`config.mk`:
```
export PLATFORM = sky130hd
export DESIGN_NAME = cpu_mem_bridge
export DESIGN_NICKNAME = d
export VERILOG_FILES = /design/src/rtl/cpu_mem_bridge.sv
export SDC_FILE = /design/constraint.sdc
export NUM_CORES = 1
export LEC_CHECK = 0
export ABC_AREA = 1
export CORE_MARGIN = 5
export CORE_UTILIZATION = 44
export DETAILED_ROUTE_END_ITERATION = 7
export GPL_TIMING_DRIVEN = 0
export PLACE_DENSITY_LB_ADDON = 0.08
export SYNTH_ARGS = -nofsm -noshare
export SYNTH_HDL_FRONTEND = slang
export SYNTH_SLANG_ARGS = --single-unit
```
`constraint.sdc`:
```
create_clock -name clk -period 3.6 [get_ports clk]
set_input_delay 1.08 -clock clk [delete_from_list [all_inputs] [get_ports clk]]
set_output_delay 1.08 -clock clk [all_outputs]
set_load 0.01 [all_outputs]
```
`src/rtl/cpu_mem_bridge.sv`:
```
// rtl/cpu_mem_bridge.sv - CPU / block-RAM / memory-mapped I/O bridge with program loader
module cpu_mem_bridge #(
  parameter logic [9:0] IO_BASE  = 10'h3F0,
  parameter logic [9:0] LOAD_MAX = 10'h3EF
) (
  input  logic        clk,
  input  logic        reset,
  input  logic        cpu_we,
  input  logic [9:0]  cpu_addr,
  input  logic [15:0] cpu_wdata,
  output logic [15:0] cpu_rdata,
  output logic        ram_we,
  output logic [9:0]  ram_addr,
  output logic [15:0] ram_wdata,
  input  logic [15:0] ram_rdata,
  input  logic [9:0]  sw_in,
  output logic [9:0]  led_out,
  output logic [15:0] hex_out,
  input  logic        ld_start,
  input  logic        ld_valid,
  input  logic [15:0] ld_data,
  input  logic        ld_last,
  output logic        ld_ready,
  output logic        cpu_hold
);

  typedef enum logic [1:0] {IDLE, LOAD, DONE} state_t;

  state_t      state, state_nxt;
  logic [9:0]  ld_ptr;
  logic        done_sticky;
  logic        overflow;
  logic [9:0]  sw_meta, sw_sync;
  logic        rd_sel_ram;
  logic [15:0] io_rdata_q;
  logic [15:0] io_mux;

  logic       is_ram;
  logic [9:0] io_off;
  logic       ld_xfer;
  logic       ld_end;

  assign is_ram  = (cpu_addr < IO_BASE);
  assign io_off  = cpu_addr - IO_BASE;
  assign ld_xfer = (state == LOAD) && ld_valid;
  assign ld_end  = ld_xfer && (ld_last || (ld_ptr == LOAD_MAX));

  // State register
  always_ff @(posedge clk or posedge reset) begin
    if (reset) state <= IDLE;
    else       state <= state_nxt;
  end

  // Next state and RAM-port / handshake outputs; reset forces ram_we low combinationally
  always_comb begin
    state_nxt = state;
    ram_we    = 1'b0;
    ram_addr  = cpu_addr;
    ram_wdata = cpu_wdata;
    ld_ready  = 1'b0;
    cpu_hold  = 1'b0;
    case (state)
      IDLE: begin
        ram_we = cpu_we && is_ram;
        if (ld_start) state_nxt = LOAD;
      end
      LOAD: begin
        cpu_hold  = 1'b1;
        ld_ready  = 1'b1;
        ram_addr  = ld_ptr;
        ram_wdata = ld_data;
        ram_we    = ld_valid;
        if (ld_end) state_nxt = DONE;
      end
      DONE: begin
        cpu_hold  = 1'b1;
        state_nxt = IDLE;
      end
      default: state_nxt = IDLE;
    endcase
    if (reset) ram_we = 1'b0;
  end

  // Load pointer and sticky load status; the pointer stops advancing once LOAD exits at LOAD_MAX
  always_ff @(posedge clk or posedge reset) begin
    if (reset) begin
      ld_ptr      <= '0;
      done_sticky <= 1'b0;
      overflow    <= 1'b0;
    end else if (state == IDLE && ld_start) begin
      ld_ptr      <= '0;
      done_sticky <= 1'b0;
      overflow    <= 1'b0;
    end else if (ld_xfer) begin
      ld_ptr <= ld_ptr + 10'd1;
      if (ld_ptr == LOAD_MAX && !ld_last) overflow <= 1'b1;
    end else if (state == DONE) begin
      done_sticky <= 1'b1;
    end
  end

  // LED / HEX registers; CPU writes only land while the CPU owns the bus
  always_ff @(posedge clk or posedge reset) begin
    if (reset) begin
      led_out <= '0;
      hex_out <= '0;
    end else if (state == IDLE && cpu_we && !is_ram) begin
      if (io_off == 10'd0) led_out <= cpu_wdata[9:0];
      if (io_off == 10'd1) hex_out <= cpu_wdata;
    end
  end

  // Two-flop synchronizer for the asynchronous switches
  always_ff @(posedge clk or posedge reset) begin
    if (reset) begin
      sw_meta <= '0;
      sw_sync <= '0;
    end else begin
      sw_meta <= sw_in;
      sw_sync <= sw_meta;
    end
  end

  // I/O read mux over pre-edge register values, so a same-cycle write reads back the old value
  always_comb begin
    io_mux = '0;
    case (io_off)
      10'd0:   io_mux = {6'd0, led_out};
      10'd1:   io_mux = hex_out;
      10'd2:   io_mux = {6'd0, sw_sync};
      10'd3:   io_mux = {13'd0, overflow, done_sticky, state == LOAD};
      default: io_mux = '0;
    endcase
  end

  // Read-select and I/O read data registered to match the RAM's one-cycle latency
  always_ff @(posedge clk or posedge reset) begin
    if (reset) begin
      rd_sel_ram <= 1'b1;
      io_rdata_q <= '0;
    end else begin
      rd_sel_ram <= is_ram;
      io_rdata_q <= io_mux;
    end
  end

  assign cpu_rdata = (state != IDLE) ? 16'h0000 : (rd_sel_ram ? ram_rdata : io_rdata_q);

endmodule
```
# After elaboration in Yosys (flattened, before gate mapping)
# Index checks and enable logic that the tools add are counted.
# op_classes
add_sub_neg	2
mul	0
div_mod_pow	0
n_lt_le_gt_ge	1
eq_ne	9
n_shift	0
mux	20
n_bitwise	0
n_reduce_logical	22
# op_table
cell	count
$pmux 16 s4	1
$mux 16	3
$mux 10	3
$eq 10x2->1 const B	2
$add 10x1->10 const B	1
$eq 10x1->1 const B	1
$eq 10x10->1 const B	1
$logic_not 10->1	1
$lt 10x10->1 const B	1
$reduce_and 2->1	5
$sub 10x10->10 const B	1
$mux 1	9
$reduce_bool 2->1	4
$logic_and 1x1->1	7
$mux 2	2
$ne 2x2->1 const B	2
$pmux 2 s2	1
$eq 2x1->1 const B	1
$eq 2x2->1 const B	1
$logic_not 1->1	2
$logic_not 2->1	1
$ne 2x1->1 const B	1
$pmux 1 s2	1
$reduce_or 2->1	1
$logic_or 1x1->1	1
# word_totals
register_bits	77
latch_bits	0
ramBits	0
mem_bits_ro	0
output_inout_bits	71
word_cells	64
mem_count	0

# Logic depth before layout (Yosys ltp)
# Gate-level depths: netlist (run 1).
# logic_depth
depth_word	5
mapped_depth	10
mapped_depth_nobuf	10

# Worst setup path before layout (run 1)
# No wires, ideal clock.
# synth_path
path_kind	input to output
startpoint	in cpu_addr[8]
endpoint	out ram_we
arrival_time_ns	1.592
required_ns	2.520
slack_ns	0.928
cell_stages	5
n_path_buf	0
path_cell_list	inv_1 > nor3_4 > nand2_2 > nand2_1 > a21oi_1
# synth_via
elab_chain_cells	4
# synth_rtl
element	line	source
start: declaration	9	input logic [9:0] cpu_addr,
$lt 10x10->1	43	assign is_ram = (cpu_addr < IO_BASE);
named net is_ram	38	logic is_ram;
$logic_and 1x1->1	64	ram_we = cpu_we && is_ram;
$pmux 1 s2	62	case (state)
$mux 1	81	if (reset) ram_we = 1'b0;
end: declaration	12	output logic ram_we,
# The timed path passes the listed nets, and every way through them passes these cells.

# Worst setup path after layout (run 1)
# layout_path
startpoint	in cpu_addr[6]
endpoint	out ram_we
# The elaborated chain is that of the path after synthesis.

==> results of run 1 <==
==> final timing paths <==
| path | start | endpoint | slack [ns] | cells past startpoint |
|---|---|---|---|---|
| setup / recovery | cpu_addr[6] | ram_we | 0.07 | 7 |
| min in group asynchronous | reset | ld_ptr[8] | 1.00 | 2 |
| hold reg to reg | sw_meta[9] | sw_sync[9] | 0.35 | 0 |
| max in group asynchronous | reset | rd_sel_ram | 2.02 | 3 |
| hold / removal | sw_meta[9] | sw_sync[9] | 0.35 | 0 |
| setup reg to reg | state[1] | ld_ptr[8] | 1.72 | 10 |
==> cell usage after synthesis (all sizes together) <==
cell / count / share of area
dfrtp: 76 / 0.51
dfstp: 1 / 0.0070
a21oi: 9 / 0.012
o21ai: 57 / 0.076
clkbuf: 7 / 0.0070
o32ai: 1 / 0.0023
o21a: 2 / 0.0040
nand3: 17 / 0.024
buf: 8 / 0.016
nor3: 17 / 0.026
nor2: 54 / 0.060
ha: 4 / 0.013
inv: 85 / 0.085
nand4: 2 / 0.0033
nand2: 151 / 0.15
==> layout make-up <==
class | count | area share
Buffer | 14 | 0.01692
Clock buffer | 9 | 0.02234
Clock inverter | 6 | 0.01286
Inverter | 85 | 0.05799
Multi-Input combinational cell | 314 | 0.2525
Sequential cell | 77 | 0.3477
Tap cell | 105 | 0.02369
Timing Repair Buffer | 146 | 0.2660
==> through the flow <==
stage	setup WS, ns	instances	hold WS [ns]
2_1_floorplan	0.5550	491	0.3312
3_3_place_gp	-0.7127	740	0.3328
3_5_place_dp	-0.1062	741	0.3355
4_1_cts	0.001775	757	0.3547
5_1_grt	0.01587	756	0.3514
6_report	0.07389	756	0.3527
==> repair_timing <==
item,4_1_cts,5_1_grt
pin swaps,1,0
endpoints found under the setup margin,12,30
gates resized for setup,3,5
setup buffers,1,0
==> registers in the layout, indices dropped and copies added (netlist names) <==
signal,cells
state,2
done_sticky,1
hex_out,16
led_out,10
io_rdata_q,16
sw_sync,10
overflow,1
ld_ptr,10
sw_meta,10
rd_sel_ram,1
==> logic make-up after synthesis <==
family | after synthesis | synth area share
adders and majority gates | 4 | 0.01340
buffers and inverters | 100 | 0.1089
AOI/OAI and AO/OA | 69 | 0.09480
DFF | 77 | 0.5162
and+or+nand+nor | 241 | 0.2667
==> power by group <==
group / internal [mW] / switching, mW / total [mW]
Clock: 0.322 / 0.328 / 0.650
Sequential: 0.904 / 0.0302 / 0.934
Combinational: 0.515 / 0.557 / 1.07
==> metal layers <==
layer  global-route usage  vias to the layer above  part of all wire
li1                     -                     1815                 -
met1               0.2928                     1697              0.43
met2               0.3748                      102              0.49
met3              0.04710                        7             0.069
met4              0.05651                        0            0.0076
met5                    0                        -                 0
==> flow_summary.json, run 1 <==
{
  "status": "finished clean",
  "setup_viol": 0,
  "nFillCells": 705,
  "slew_headroom": 0.6594,
  "p_leak_nw": 2.629,
  "numCtsBuffers": 9,
  "num_io_pins": 145,
  "vias": 3621,
  "cpMostUsedCell": "nand2_1",
  "fin_crit_sh": 0.9795,
  "grt.overflow.total": 0,
  "layout_common_cells": "148 x nand2_1, 143 x clkdlybuf4s50_1, 83 x inv_1",
  "worst_ep_arrival_time_ns": 2.45,
  "max-cap-violations": 0,
  "yosys_register_bits": 77,
  "grt_pass1_wl_um": 17810,
  "grt_pass1_vias": 3645,
  "rows": 33,
  "fmax_mhz": 283.6,
  "place_area_um2": 5338,
  "wl_per_cell_um": 14.67,
  "clk_pin_slew_ns": 0.08,
  "cts_hold_buf": 0,
  "rsz0062_at_grt": "false",
  "h-tree-depth": 3,
  "cts.sinks": 77,
  "die_x_um": 102.1,
  "routed_wl_um": 11090,
  "dpl.hpwl_um": 8348,
  "crit_chain": "clkdlybuf4s50_1 > nand2_1 > nor3_4 > nand2_2 > nand2_1 > a21oi_1 > dlygate4sd2_1",
  "worst_path_largest_cell_delay_ns": 0.47,
  "power_mw": 2.656,
  "hold_viol": 0,
  "crit_slowest_cell": "clkdlybuf4s50_1",
  "end_kind": "primary output",
  "die_height_um": 102.1,
  "syn_inst": 491,
  "worstSkewPairLatency_ns": 0.34,
  "grt_use_total": 0.2221,
  "port_buffers": 144,
  "cellPowerDensity_nw_per_um2": 479.0,
  "synth_fp_nets": 569,
  "peakVddDrop_mv": 0.2934,
  "dieArea_um2": 10430,
  "cp_top_family": "buffers and inverters",
  "cts_max_path_buffers": 2,
  "ys_warn_count": 0,
  "multi_input_area_um2": 1400,
  "start_util": 0.4523,
  "core_um2": 8258,
  "dr.first_iter.drc_count": 185,
  "mostFrequentLayoutCell": "nand2_1",
  "layout-drive-gt1-share": 0.06144,
  "worst_pin_slew_ns": 0.5109,
  "syn_to_final_growth_pct": 48.48,
  "drv_slew": 0,
  "syn_area_um2": 3735,
  "skew_ns": 0.007929,
  "final_antenna_net_count": 0,
  "gp_congestion": 0.8710,
  "cp.buffers_inverters": 2,
  "ys_types": 24,
  "vias_per_cell": 4.790,
  "cp-start-kind": "primary input",
  "final_area_um2": 5545,
  "diodes": 0,
  "final.min_clock_period_ns": 3.526,
  "crit_type": "in2out",
  "dr.pass1.iters": 4,
  "root_buffer": "clkbuf_8",
  "cts_tree": "yes",
  "antenna_found_initial": 0,
  "synth-seq-area-share": 0.5162,
  "grt_max_degree": 73,
  "avgSynthCellArea_um2": 7.607,
  "timing.setup.tns_ns": 0,
  "worstPathRequired_ns": 2.52,
  "min_path_type": "reg2reg",
  "cp_max_fo": 4,
  "post-route-drc-count": 0,
  "num-nets-final": 725,
  "utilization": 0.6715,
  "final-seq-area_um2": 1928
}
Power figures use the tool's default switching activity.
==> inputs of run 2 (changes only) <==
--- a/constraint.sdc
+++ b/constraint.sdc
@@ -3,2 +3,2 @@
 set_output_delay 1.08 -clock clk [all_outputs]
-set_load 0.01 [all_outputs]
+set_load 0.05 [all_outputs]
==> run 2 against run 1 <==
Net effect:
- cell count unchanged
- die area unchanged
- utilization decreased by 0.38 points
- non-clock buffer count unchanged
- via count increased by 0.30%
- sequential cell count unchanged
- critical path depth decreased by 3
- register-to-register slack about the same
- critical endpoint is now cpu_rdata[3]
==> flow_summary.json, run 2 (synthesized netlist as in run 1, its figures left out) <==
{
  "grt_max_degree": 73,
  "die_x_um": 102.1,
  "worst_path_largest_cell_delay_ns": 0.81,
  "dr.first_iter.drc_count": 172,
  "grt_use_total": 0.2218,
  "min_path_type": "reg2reg",
  "numCtsBuffers": 9,
  "rsz0062_at_grt": "false",
  "slew_headroom": 0.6368,
  "die_height_um": 102.1,
  "grt.overflow.total": 0,
  "wl_per_cell_um": 14.68,
  "num-nets-final": 725,
  "dieArea_um2": 10430,
  "crit_chain": "clkdlybuf4s50_1 > nor2_1 > nor2_1 > clkdlybuf4s50_1",
  "vias": 3632,
  "num_io_pins": 145,
  "rows": 33,
  "dr.pass1.iters": 7,
  "fmax_mhz": 279.5,
  "worstSkewPairLatency_ns": 0.34,
  "root_buffer": "clkbuf_8",
  "nFillCells": 719,
  "cp.buffers_inverters": 2,
  "final_antenna_net_count": 0,
  "start_util": 0.4523,
  "max-cap-violations": 0,
  "cts.sinks": 77,
  "hold_viol": 0,
  "p_clk_frac": 0.207,
  "reg_top3": "hex_out (16), io_rdata_q (16)",
  "fin_crit_sh": 0.9937,
  "p_leak_nw": 2.763,
  "worst_pin_slew_ns": 0.5431,
  "gp_congestion": 0.8710,
  "crit_slowest_cell": "clkdlybuf4s50_1",
  "timing.setup.tns_ns": 0,
  "swShare": 0.4720,
  "worst_ep_arrival_time_ns": 2.50,
  "grt_pass1_wl_um": 17810,
  "core_um2": 8258,
  "cp_top_family": "buffers and inverters",
  "routed_wl_um": 11100,
  "post-route-drc-count": 0,
  "layout_common_cells": "148 x nand2_1, 102 x clkdlybuf4s50_1, 83 x inv_1",
  "status": "finished clean",
  "power_mw": 3.135,
  "setup_viol": 0,
  "cellPowerDensity_nw_per_um2": 568.6,
  "diodes": 0,
  "cts_tree": "yes",
  "clk_pin_slew_ns": 0.08,
  "mostFrequentLayoutCell": "nand2_1",
  "drv_slew": 0,
  "vias_per_cell": 4.804,
  "peakVddDrop_mv": 0.3742,
  "dpl.hpwl_um": 8348,
  "crit_type": "in2out",
  "combPwrFrac": 0.495,
  "h-tree-depth": 3,
  "syn_to_final_growth_pct": 47.64,
  "p_int_mw": 1.655,
  "grt_pass1_vias": 3675,
  "antenna_found_initial": 0,
  "utilization": 0.6677,
  "port_buffers": 144,
  "layout-drive-gt1-share": 0.08602,
  "cp-start-kind": "primary input",
  "p_sw_mw": 1.480,
  "final.min_clock_period_ns": 3.577,
  "worstPathRequired_ns": 2.52,
  "end_kind": "primary output",
  "skew_ns": 0.007635,
  "cp_max_fo": 1,
  "cts_max_path_buffers": 2,
  "p_seq_frac": 0.298
}
run 2: cell count changes in the layout (fill, tap and decap cells not counted), sizes merged:
| cell | delta |
|---|---|
| buf | +1 |
| clkbuf | +6 |
| clkdlybuf4s15 | +11 |
| clkdlybuf4s50 | -41 |
| dlygate4sd2 | +15 |
| dlymetal6s2s | +8 |
run 2: per-stage QoR:
stage,hold WS (ns),worst slack [ns],instance area [um2],cells
2_1_floorplan,0.3312,0.03046,3735,491
3_3_place_gp,0.3328,-0.7127,5308,740
3_5_place_dp,0.3355,-0.3290,5338,741
4_1_cts,0.3547,0.0007736,5520,756
5_1_grt,0.3514,0.0001523,5514,756
6_report,0.3539,0.02266,5514,756
run 2: worst reg2reg max path, cell delays in order (launching register included):
cell and delay (ns):
dfrtp_1 0.41, inv_1 0.09, ha_1 0.17, buf_4 0.19, nand2_2 0.12, inv_1 0.17, nand2_1 0.11, nor2_1 0.20
nand2_1 0.11, o21ai_0 0.17, a21oi_1 0.06
run 2: power by group through the flow:
stage	sequential (mW)	combinational (mW)	clock, mW
3_5_place_dp	0.950	1.64	0
2_1_floorplan	0.958	1.03	0
6_report	0.934	1.55	0.649
5_1_grt	0.939	1.66	0.707
4_1_cts	0.933	1.58	0.666
3_3_place_gp	0.948	1.63	0
run 2: routing by layer:
metal  GRT usage  vias up  wire, um
met3     0.04642       11       711
met1      0.2910     1698      4772
met2      0.3708      104      5469
met5           0        -         0
met4     0.06761        0       146
li1            -     1819         -
run 2: cell type report:
type	count	area (um2)	area share
buffer	15	91.34	0.01656
clock buffer	9	123.9	0.02246
clock inverter	6	71.32	0.01293
inverter	85	321.6	0.05832
multi-input combinational	314	1400	0.2539
sequential	77	1928	0.3497
tap	105	131.4	0.02383
timing repair buffer	145	1446	0.2623
run 2: what timing repair did:
| action | in CTS | in global routing |
|---|---|---|
| setup endpoints to repair | 39 | 28 |
| gates cloned | 0 | 0 |
| buffers inserted | 0 | 0 |
| resized for setup | 58 | 26 |
| hold buffers | 0 | 0 |
run 2: final timing paths:
path                              start            to  slack (ns)  depth (start not counted)
min in group asynchronous         reset     ld_ptr[8]        1.00                          2
max reg2reg                    state[1]     ld_ptr[8]        1.71                         10
min reg2reg                  sw_meta[9]    sw_sync[9]        0.35                          0
max                        ram_rdata[3]  cpu_rdata[3]        0.02                          4
min                          sw_meta[9]    sw_sync[9]        0.35                          0
max in group asynchronous         reset    rd_sel_ram        2.02                          3
